===== config.mk =====
export PLATFORM = sky130hd
export DESIGN_NAME = traffic_phase_sequencer
export DESIGN_NICKNAME = d
export VERILOG_FILES = /design/src/rtl/traffic_phase_sequencer.sv
export SDC_FILE = /design/constraint.sdc
export NUM_CORES = 1
export LEC_CHECK = 0
export CORE_UTILIZATION = 56
export DETAILED_ROUTE_END_ITERATION = 6
export HOLD_SLACK_MARGIN = 0.02
export PLACE_DENSITY_LB_ADDON = 0.2
export RECOVER_POWER = 25
export SYNTH_ARGS = -nofsm -noshare
export SYNTH_HDL_FRONTEND = slang
export SYNTH_SLANG_ARGS = --single-unit

===== constraint.sdc =====
create_clock -name clk_in -period 2.8 [get_ports clk_in]
set_input_delay 0.28 -clock clk_in [delete_from_list [all_inputs] [get_ports clk_in]]
set_output_delay 0.28 -clock clk_in [all_outputs]
set_load 0.01 [all_outputs]

===== src/rtl/traffic_phase_sequencer.sv =====
// Two-road traffic light sequencer with a tick prescaler, pedestrian walk insertion
// in the all-red phases and a flashing-yellow mode. All outputs are registered.
module traffic_phase_sequencer #(
    parameter int TICK_DIV  = 10,
    parameter int GREEN_T   = 8,
    parameter int YELLOW_T  = 3,
    parameter int RED_T     = 1,
    parameter int WALK_T    = 4,
    parameter int MIN_GREEN = 3
) (
    input  logic       clk_in,
    input  logic       rst,
    input  logic       enable,
    input  logic       ped_req,
    input  logic       flash,
    output logic [2:0] ns_light,
    output logic [2:0] ew_light,
    output logic       ped_walk,
    output logic [2:0] phase,
    output logic       tick
);

    // state  | meaning
    // NS_G   | north-south green, east-west red
    // NS_Y   | north-south yellow, east-west red
    // RED1   | all red (walk if granted) before east-west green
    // EW_G   | east-west green, north-south red
    // EW_Y   | east-west yellow, north-south red
    // RED2   | all red (walk if granted) before north-south green
    // FLASH  | both roads flash yellow until flash drops
    typedef enum logic [2:0] {
        S_NS_G  = 3'd0,
        S_NS_Y  = 3'd1,
        S_RED1  = 3'd2,
        S_EW_G  = 3'd3,
        S_EW_Y  = 3'd4,
        S_RED2  = 3'd5,
        S_FLASH = 3'd6
    } state_t;

    localparam int CW = $clog2(TICK_DIV);
    localparam logic [CW-1:0] CNT_LAST    = CW'(TICK_DIV - 1);
    localparam logic [7:0]    GREEN_LAST  = 8'(GREEN_T - 1);
    localparam logic [7:0]    YELLOW_LAST = 8'(YELLOW_T - 1);
    localparam logic [7:0]    RED_LAST    = 8'(RED_T - 1);
    localparam logic [7:0]    WALK_LAST   = 8'(WALK_T - 1);
    localparam logic [7:0]    MIN_LAST    = 8'(MIN_GREEN - 1);

    localparam logic [2:0] LAMP_RED    = 3'b100;
    localparam logic [2:0] LAMP_YELLOW = 3'b010;
    localparam logic [2:0] LAMP_GREEN  = 3'b001;
    localparam logic [2:0] LAMP_OFF    = 3'b000;

    logic [CW-1:0] cnt;
    logic          tick_now;

    state_t     state, state_nx;
    logic [7:0] timer, timer_nx;
    logic       walk_sel, walk_nx;
    logic       flash_on, flash_on_nx;
    logic       pend, pend_nx, pend_clr;
    logic [7:0] red_last;

    logic [2:0] ns_nx, ew_nx;
    logic       ped_walk_nx;

    always_ff @(posedge clk_in) begin
        if (rst) begin
            cnt <= '0;
        end else if (enable) begin
            cnt <= (cnt == CNT_LAST) ? '0 : cnt + CW'(1);
        end
    end

    assign tick_now = enable && (cnt == CNT_LAST);
    assign red_last = walk_sel ? WALK_LAST : RED_LAST;

    always_ff @(posedge clk_in) begin
        if (rst) begin
            state    <= S_RED2;
            timer    <= '0;
            walk_sel <= 1'b0;
            flash_on <= 1'b0;
            pend     <= 1'b0;
        end else begin
            state    <= state_nx;
            timer    <= timer_nx;
            walk_sel <= walk_nx;
            flash_on <= flash_on_nx;
            pend     <= pend_nx;
        end
    end

    always_comb begin
        state_nx    = state;
        timer_nx    = timer;
        walk_nx     = walk_sel;
        flash_on_nx = flash_on;
        pend_clr    = 1'b0;
        if (tick_now) begin
            if (flash) begin
                if (state == S_FLASH) begin
                    flash_on_nx = ~flash_on;
                end else begin
                    state_nx    = S_FLASH;
                    timer_nx    = '0;
                    walk_nx     = 1'b0;
                    flash_on_nx = 1'b1;
                end
            end else begin
                case (state)
                    S_NS_G, S_EW_G: begin
                        timer_nx = timer + 8'd1;
                        // a pending pedestrian cuts green once the minimum has been served
                        if (timer == GREEN_LAST || (pend && timer >= MIN_LAST)) begin
                            state_nx = (state == S_NS_G) ? S_NS_Y : S_EW_Y;
                            timer_nx = '0;
                        end
                    end
                    S_NS_Y, S_EW_Y: begin
                        timer_nx = timer + 8'd1;
                        if (timer == YELLOW_LAST) begin
                            state_nx = (state == S_NS_Y) ? S_RED1 : S_RED2;
                            timer_nx = '0;
                            walk_nx  = pend;
                            pend_clr = pend;
                        end
                    end
                    S_RED1, S_RED2: begin
                        timer_nx = timer + 8'd1;
                        if (timer == red_last) begin
                            state_nx = (state == S_RED1) ? S_EW_G : S_NS_G;
                            timer_nx = '0;
                            walk_nx  = 1'b0;
                        end
                    end
                    S_FLASH: begin
                        state_nx = S_RED1;
                        timer_nx = '0;
                        walk_nx  = pend;
                        pend_clr = pend;
                    end
                    default: begin
                        state_nx = S_RED2;
                        timer_nx = '0;
                        walk_nx  = 1'b0;
                    end
                endcase
            end
        end
        pend_nx = ped_req | (pend & ~pend_clr);
    end

    // Lamp values are decoded from the next state so the registered outputs track the state registers.
    always_comb begin
        ns_nx       = LAMP_RED;
        ew_nx       = LAMP_RED;
        ped_walk_nx = 1'b0;
        case (state_nx)
            S_NS_G:  ns_nx = LAMP_GREEN;
            S_NS_Y:  ns_nx = LAMP_YELLOW;
            S_EW_G:  ew_nx = LAMP_GREEN;
            S_EW_Y:  ew_nx = LAMP_YELLOW;
            S_RED1, S_RED2: ped_walk_nx = walk_nx;
            S_FLASH: begin
                ns_nx = flash_on_nx ? LAMP_YELLOW : LAMP_OFF;
                ew_nx = flash_on_nx ? LAMP_YELLOW : LAMP_OFF;
            end
            default: begin
                ns_nx = LAMP_RED;
                ew_nx = LAMP_RED;
            end
        endcase
    end

    always_ff @(posedge clk_in) begin
        if (rst) begin
            ns_light <= LAMP_RED;
            ew_light <= LAMP_RED;
            ped_walk <= 1'b0;
            phase    <= S_RED2;
            tick     <= 1'b0;
        end else begin
            ns_light <= ns_nx;
            ew_light <= ew_nx;
            ped_walk <= ped_walk_nx;
            phase    <= state_nx;
            tick     <= tick_now;
        end
    end

endmodule


# [Word-level counts from Yosys, hierarchy flattened]
# Cells that the tools add are included.
[classes] n_mul=0 n_eq_ne=17 addsub=2 div_mod_pow=0 muxes=34 reduce_logical=11 bitwise_logic=5 n_shift=0 magnitude_cmp=1
[ops] cell="$mux 8" count=5
[ops] cell="$mux 3" count=8
[ops] cell="$pmux 8 s3" count=1
[ops] cell="$eq 3x3->1 const B" count=6
[ops] cell="$pmux 3 s3" count=2
[ops] cell="$eq 3x2->1 const B" count=4
[ops] cell="$pmux 3 s4" count=1
[ops] cell="$mux 1" count=11
[ops] cell="$reduce_or 2->1" count=5
[ops] cell="$add 8x1->8 const B" count=1
[ops] cell="$eq 8x2->1" count=1
[ops] cell="$eq 8x2->1 const B" count=1
[ops] cell="$eq 8x3->1 const B" count=1
[ops] cell="$ge 8x2->1 const B" count=1
[ops] cell="$eq 3x1->1 const B" count=2
[ops] cell="$logic_not 3->1" count=2
[ops] cell="$mux 2" count=3
[ops] cell="$add 4x1->4 const B" count=1
[ops] cell="$eq 4x4->1 const B" count=1
[ops] cell="$mux 4" count=1
[ops] cell="$pmux 1 s4" count=1
[ops] cell="$not 1->1" count=3
[ops] cell="$logic_and 1x1->1" count=2
[ops] cell="$ne 2x2->1 const B" count=1
[ops] cell="other kinds (5)" count=5
[totals] register_bits=26 ram_bits=0 mem_count=0 output_inout_bits=11 word_cells=80 romBits=0 latch_bits=0 inputBits=5

# [Logic depth before layout (Yosys ltp)]
# Gate-level depths: netlist of run 1.
[logic_depth] ltp_word=11 ltp_mapped=8 depth_no_buf=8

# [Worst setup path after synthesis of run 1]
# No wires, ideal clock.
[synth_path] kind="reg-to-reg" startpoint="register timer[0]" endpoint="register ns_light[1]" setup_time_ns=0.121 synth_period_minus_slack_ns=2.256 stages_incl_launch_ff=9 path_slack_ns=0.544 t_required_ns=2.679 arrival_time_ns=2.135 n_path_buf=0 path_cell_list="dfxtp_1 inv_1 ha_1 or2_2 or4_4 nand3_1 nand2_1 and3_1 mux2_2"
[synth_via] elab_chain_cells=9 elab_cells_between_ends=16 classes_between="order compare: 1; eq/ne: 5; mux: 7; reduce/logical: 3"
[synth_rtl] item="start, declared" line="58" source="logic [7:0] timer, timer_nx;"
[synth_rtl] item="start signal, assigned" line="87" source="timer <= timer_nx;"
[synth_rtl] item="$ge 8x2->1" line="115" source="if (timer == GREEN_LAST || (pend && timer >= MIN_LAST)) begin"
[synth_rtl] item="$logic_and 1x1->1" line="115"
[synth_rtl] item="$logic_or 1x1->1" line="115"
[synth_rtl] item="$mux 3" line="115"
[synth_rtl] item="$pmux 3 s4 *" line="111" source="case (state)"
[synth_rtl] item="$mux 3 *" line="101" source="if (flash) begin"
[synth_rtl] item="$mux 3 *" line="100" source="if (tick_now) begin"
[synth_rtl] item="$eq 3x3->1, or another cell as far along" line="159" source="case (state_nx)"
[synth_rtl] item="$pmux 3 s3 *" line="159"
[synth_rtl] item="end signal, assigned" line="184" source="ns_light <= ns_nx;"
[synth_rtl] item="end, declared" line="16" source="output logic [2:0] ns_light,"
# Every way passes the cells marked *; elsewhere a longest branch is shown, timed or not.
# A chain may end at the register's enable or synchronous reset.

# [Worst setup path in the final report of run 1]
# Ends and elaborated chain as after synthesis.

==> metrics.cfg, run 1 <==
[worst_setup_path]
end_kind=flop
cp_max_fo=9
critPathKind=flop to flop
slowest_stage=dfxtp_1
crit_path_start_kind=flop
crit_chain=inv_1, ha_1, or2_2, or4_4, nand3_1, nand2_1, and3_1, mux2_2
crit_family=simple AND/OR/NAND/NOR gates
cp.required_ns=3.04
worstPathArrival_ns=2.82
crit_path_max_incr_delay_ns=0.50
critPathBufInv=1

[grt]
grt_pass1_vias=1455
grt_pass1_wl_um=6420
grt_start_max_net_pins=19
grt_overflow=0
grt_usage_pct=25.4
antenna_found_initial=0

[die]
coreArea_mm2=0.00259
initial_core_util_pct=61.4
std_cell_rows=18
die_w_um=55.3
dieArea_mm2=0.00306
die_h_um=55.3
ioPinCount=16

[synth]
syn_area_mm2=0.00159
synthTopCellsByArea=dfxtp_1 33%, nand2_1 5.7%, a21oi_1 4.4%
synth-edff-count=0
synthArstFlopShare_pct=0
synth-seq-cells=26
avgSynthCellArea_um2=8.00
yosysTopAreaCell=dfxtp_1
syn_nets=206
yosysWarnings=0
yosysSeqAreaShare_pct=32.7
yosys.area.top_type_share_pct=32.7
syn_inst=199
synth_ff_type=dfxtp_1
synth_cell_types=57

[clocking]
clk_pin_slew_worst_paths_ns=0.15
htree_levels=1
clk_latency_ns=0.33
cts-buffers-inserted=3
cts_setup_buffers=0
ctsHoldBuffers=0
cts_resized=0
root_buffer=clkbuf_4
cts_tree=yes
clock-sinks=26
clock_path_buffers=2

[worst_hold_path]
hold_path_class=flop to flop

[run_status]
outcome=finished clean

[drt]
postRouteAntennaNets=0
dr.first_iter.drc_count=97
dr.pass1.iters=5
vias_per_cell=6.54
wl_um=3720
remaining_drc_errors=0
avgRoutedWirePerCell_um=15.3
num_vias=1589

[timing]
timing.hold.ws_ns=0.520
rsz0062_at_grt=no
setup_ws_ns=0.229
slew_viol_final=0
tns_ns=0
fmax_ghz=0.389
relSlewSlack_pct=44.9
worstMarginPinSlew_ns=0.827
fin_crit_ns=2.57
min_period_over_period_pct=91.8
skew_ns=0.0133
setup_viol=0
hold_viol=0

[cells_and_area]
nets=221
finalNonFillerCells=243
antenna-diode-count=0
area_delta_synth_final_pct=13.9
drive_above_1_share_pct=11.7

[placement]
portBuffers=15
place_inst=239
preCtsSetupSlack_ns=0.216
dpl.hpwl_um=2680
routabilityCongestion=0.989

[job]
max_cap_violations=0

[power]
powerDensity_mw_per_mm2=397
leakage_nw=0.677
irDropWorstVdd_mv=0.364
finalPower_w=0.000720

==> power breakdown <==
part / internal (W) / switching (W)
clock network: 0.000145 / 0.000113
logic: 0.0000322 / 0.0000425
registers: 0.000378 / 0.00000934
total: 0.000555 / 0.000165
==> routing by layer <==
metal / share of wire, % / global-route usage (%) / wire length [um] / vias up
met2: 46 / 41.1 / 1730 / 75
met1: 45 / 34.9 / 1690 / 737
met5: 0 / 0 / 0 / -
met4: 1.5 / 8.93 / 56 / 0
met3: 6.7 / 3.04 / 249 / 11
li1: - / - / - / 766
==> path summary, 6_finish.rpt <==
kind                                       startpoint                     end  slack, ns  depth (start not counted)
worst max-delay path            timer[0]$_SDFFE_PP0P_  ns_light[1]$_SDFF_PP0_       0.23                          8
worst min-delay path              cnt[3]$_SDFFE_PP0P_     cnt[3]$_SDFFE_PP0P_       0.52                          2
worst max register to register  timer[0]$_SDFFE_PP0P_  ns_light[1]$_SDFF_PP0_       0.23                          8
worst min register to register    cnt[3]$_SDFFE_PP0P_     cnt[3]$_SDFFE_PP0P_       0.52                          2
==> area by class of cell <==
class / instances / area [um^2]
tap: 30 / 37.5
clock buffer: 3 / 22.5
sequential: 26 / 520
inverter: 7 / 26.3
multi-input combinational: 158 / 1010
fill: 214 / 777
timing repair buffer: 18 / 169
clock inverter: 1 / 30.0
==> worst min-delay path: stages, from the launching register on <==
cell	delay (ns)
dfxtp_1	0.35
o21ai_0	0.08
a21oi_1	0.06
==> cells in the mapped netlist, drive strengths merged (2+ instances only) <==
cell type	instances
ha	2
mux2i	2
nand2b	4
nand2	25
nor3b	2
nor2b	6
and3	5
buf	2
or3	7
dfxtp	26
or2	6
nand4	2
o32ai	2
nor4	4
inv	7
nand3	7
a22o	3
or4	3
clkbuf	6
a31oi	3
o21ai	12
o211ai	2
nor2	13
a21o	2
a311oi	3
a21oi	15
nor3	8
a41oi	2
==> state kept, by name (all words and copies together), names as in the netlist <==
signal / count
ped_walk: 1
cnt: 4
phase: 3
walk_sel: 1
flash_on: 1
tick: 1
pend: 1
timer: 8
ns_light: 3
ew_light: 3
==> through the flow <==
| stage | util (%) | cell area [um^2] |
|---|---|---|
| after detailed placement | 68.1 | 1760 |
| after global routing | 70.0 | 1810 |
| after global placement | 68.1 | 1760 |
| final | 70.0 | 1810 |
| after floorplan | - | 1590 |
| after CTS | 70.1 | 1820 |
==> layout by cell type, fill, tap and decap left out, drive strengths merged, types with 2 or more instances in the layout <==
cell / netlist / layout
nor4: 4 / 4
mux2i: 2 / 2
dlygate4sd3: 0 / 5
nand4: 2 / 2
nand2: 25 / 25
clkdlybuf4s50: 0 / 10
o211ai: 2 / 2
inv: 7 / 7
nor2: 13 / 13
clkbuf: 6 / 4
a311oi: 3 / 3
nand2b: 4 / 4
a31oi: 3 / 3
or2: 6 / 6
nor3: 8 / 8
and3: 5 / 5
a41oi: 2 / 2
nor3b: 2 / 2
dfxtp: 26 / 26
o32ai: 2 / 2
a22o: 3 / 3
or3: 7 / 7
nor2b: 6 / 6
a21oi: 15 / 15
buf: 2 / 2
a21o: 2 / 2
nand3: 7 / 7
ha: 2 / 2
o21ai: 12 / 12
or4: 3 / 3
==> cell families after synthesis <==
group,synth area share [%]
adders and majority gates,1.57
AOI/OAI and AO/OA,25.5
buffers and inverters,4.01
xor gates and xnor gates,1.10
DFF,32.7
muxes,1.97
and+or+nand+nor,33.2
(Power assumes the default switching activity.)
==> run 2: changes to the inputs <==
--- a/config.mk
+++ b/config.mk
@@ -6,10 +6,12 @@
 export NUM_CORES = 1
 export LEC_CHECK = 0
 export CORE_UTILIZATION = 56
+export CTS_CLUSTER_DIAMETER = 200
 export DETAILED_ROUTE_END_ITERATION = 6
 export HOLD_SLACK_MARGIN = 0.02
 export PLACE_DENSITY_LB_ADDON = 0.2
 export RECOVER_POWER = 25
+export SKIP_CTS_REPAIR_TIMING = 1
 export SYNTH_ARGS = -nofsm -noshare
 export SYNTH_HDL_FRONTEND = slang
 export SYNTH_SLANG_ARGS = --single-unit
==> results of run 2 <==
Same layout as run 1: the final DEF is identical, and so are final timing and power.
==> run 3: changes to the inputs <==
--- a/config.mk
+++ b/config.mk
@@ -5,7 +5,7 @@
 export SDC_FILE = /design/constraint.sdc
 export NUM_CORES = 1
 export LEC_CHECK = 0
-export CORE_UTILIZATION = 56
+export CORE_UTILIZATION = 45
 export CTS_CLUSTER_DIAMETER = 200
 export DETAILED_ROUTE_END_ITERATION = 6
 export HOLD_SLACK_MARGIN = 0.02
==> run 3 against run 2 <==
Compared with the run above:
- wire length is 0.11% lower
- fmax is 1.4% higher
- largest cell class unchanged
- critical path type unchanged
- combinational power is 9.0% lower
- non-clock buffer count stayed put
- first-iteration DRC count is 19% lower
==> metrics.cfg, run 3 (synthesis results as in run 1) <==
[worst_setup_path]
crit_path_start_kind=flop  ; unchanged
cp.required_ns=3.04  ; about the same
r2r_cells=8  ; unchanged
worstPathArrival_ns=2.78  ; was 2.82 ns
critPathKind=flop to flop  ; unchanged
end_kind=flop  ; unchanged
cp_max_fo=9  ; unchanged

[cells_and_area]
nets=221  ; unchanged
regMostFlops=timer  ; unchanged
area_delta_synth_final_pct=13.3  ; was 13.9%
antenna-diode-count=0  ; unchanged
final_common_cell=dfxtp_1  ; unchanged
drive_above_1_share_pct=11.3  ; was 11.7%
reg_top3=timer: 8 flops, cnt: 4 flops  ; unchanged
largest_register_ffs=8  ; unchanged
final_cell_mix=26 x dfxtp_1, 24 x nand2_1, 14 x a21oi_1  ; unchanged
finish.utilization_pct=53.6  ; was 70.0%

[placement]
portBuffers=15  ; unchanged
routabilityCongestion=0.860  ; was 0.989
preCtsSetupSlack_ns=0.195  ; was 0.216 ns
dpl.hpwl_um=2750  ; was 2680 um

[clocking]
clk_pin_slew_worst_paths_ns=0.15  ; about the same
cts_tree=yes  ; unchanged
clk_latency_ns=0.33  ; about the same
htree_levels=1  ; unchanged
clock_path_buffers=2  ; unchanged
clock-sinks=26  ; unchanged
root_buffer=clkbuf_4  ; unchanged
cts-buffers-inserted=3  ; unchanged

[power]
p_int_w=0.000460  ; was 0.000555 W
leakage_nw=0.670  ; was 0.677 nW
pwr-share-comb_pct=10.9  ; was 10.4%
finalPower_w=0.000623  ; was 0.000720 W
pwr-share-clk_pct=26.6  ; was 35.8%
irDropWorstVdd_mv=0.212  ; was 0.364 mV
p_sw_w=0.000163  ; was 0.000165 W
pwr-share-seq_pct=62.5  ; was 53.8%
switching_share_pct=26.2  ; was 22.9%
powerDensity_mw_per_mm2=345  ; was 397 mW/mm^2

[job]
max_cap_violations=0  ; unchanged

[die]
initial_core_util_pct=47.3  ; was 61.4%
ioPinCount=16  ; unchanged
std_cell_rows=21  ; was 18
die_w_um=61.5  ; was 55.3 um
die_h_um=61.5  ; was 55.3 um
dieArea_mm2=0.00378  ; was 0.00306 mm^2
coreArea_mm2=0.00336  ; was 0.00259 mm^2

[timing]
skew_ns=0.0117  ; was 0.0133 ns
worstMarginPinSlew_ns=0.640  ; was 0.827 ns
timing.hold.ws_ns=0.529  ; was 0.520 ns
slew_viol_final=0  ; unchanged
fin_crit_ns=2.54  ; was 2.57 ns
setup_viol=0  ; unchanged
hold_viol=0  ; unchanged
min_period_over_period_pct=90.6  ; was 91.8%
setup_ws_ns=0.265  ; was 0.229 ns
tns_ns=0  ; unchanged
fmax_ghz=0.394  ; was 0.389 GHz
rsz0062_at_grt=no  ; unchanged
relSlewSlack_pct=56.9  ; was 44.9%

[drt]
vias_per_cell=5.85  ; was 6.54
dr.pass1.iters=5  ; unchanged
postRouteAntennaNets=0  ; unchanged
remaining_drc_errors=0  ; unchanged
num_vias=1509  ; was 1589
avgRoutedWirePerCell_um=14.4  ; was 15.3 um
wl_um=3720  ; about the same
dr.first_iter.drc_count=79  ; was 97

[worst_hold_path]
min_path_cells=2  ; unchanged
hold_path_class=flop to flop  ; unchanged

[grt]
grt_overflow=0  ; unchanged
grt_start_max_net_pins=18  ; was 19
grt_pass1_wl_um=6130  ; was 6420 um
grt_pass1_vias=1358  ; was 1455
antenna_found_initial=0  ; unchanged
grt_usage_pct=21.6  ; was 25.4%

[run_status]
outcome=finished clean  ; unchanged

-- run 3: changes by cell type in the layout (fill, tap and decap cells not counted) --
cell and delta:
bufinv_16 -1
-- run 3: power groups by stage --
stage	Clock (W)	Sequential, W	Combinational (W)
global placement	0	0.000396	0.0000677
floorplan	0	0.000394	0.0000450
detailed placement	0	0.000397	0.0000683
CTS	0.000167	0.000389	0.0000688
global route	0.000180	0.000391	0.0000748
finish	0.000166	0.000389	0.0000679
-- run 3: final timing paths --
kind         slack (ns)                     end                   from
max reg2reg        0.26  ns_light[1]$_SDFF_PP0_  timer[0]$_SDFFE_PP0P_
max                0.26  ns_light[1]$_SDFF_PP0_  timer[0]$_SDFFE_PP0P_
min reg2reg        0.53     cnt[3]$_SDFFE_PP0P_    cnt[3]$_SDFFE_PP0P_
min                0.53     cnt[3]$_SDFFE_PP0P_    cnt[3]$_SDFFE_PP0P_
-- run 3: cell type report --
class,instances,area [um^2]
fill,348,1560
multi-input combinational,158,1010
sequential,26,520
timing repair buffer,18,169
tap,46,57.6
inverter,7,26.3
clock buffer,3,22.5
-- run 3: metrics by stage --
step                std cells  cell area [um^2]
floorplan                 199              1590
CTS                       258              1810
global route              258              1800
detailed placement        255              1780
finish                    258              1800
global placement          255              1780
-- run 3: layer usage --
metal | up-vias | track usage [%] | wire length, um | part of all wire, %
met3 | 8 | 3.15 | 169 | 4.5
li1 | 767 | - | - | -
met2 | 42 | 35.1 | 1720 | 46
met1 | 692 | 29.8 | 1770 | 48
met5 | - | 0 | 0 | 0
met4 | 0 | 6.35 | 61 | 1.6
-- run 3: worst max-delay path, stage by stage (launching register included) --
cell	delay (ns)
dfxtp_1	0.50
inv_1	0.07
ha_1	0.31
or2_2	0.32
or4_4	0.44
nand3_1	0.12
nand2_1	0.17
and3_1	0.25
mux2_2	0.25
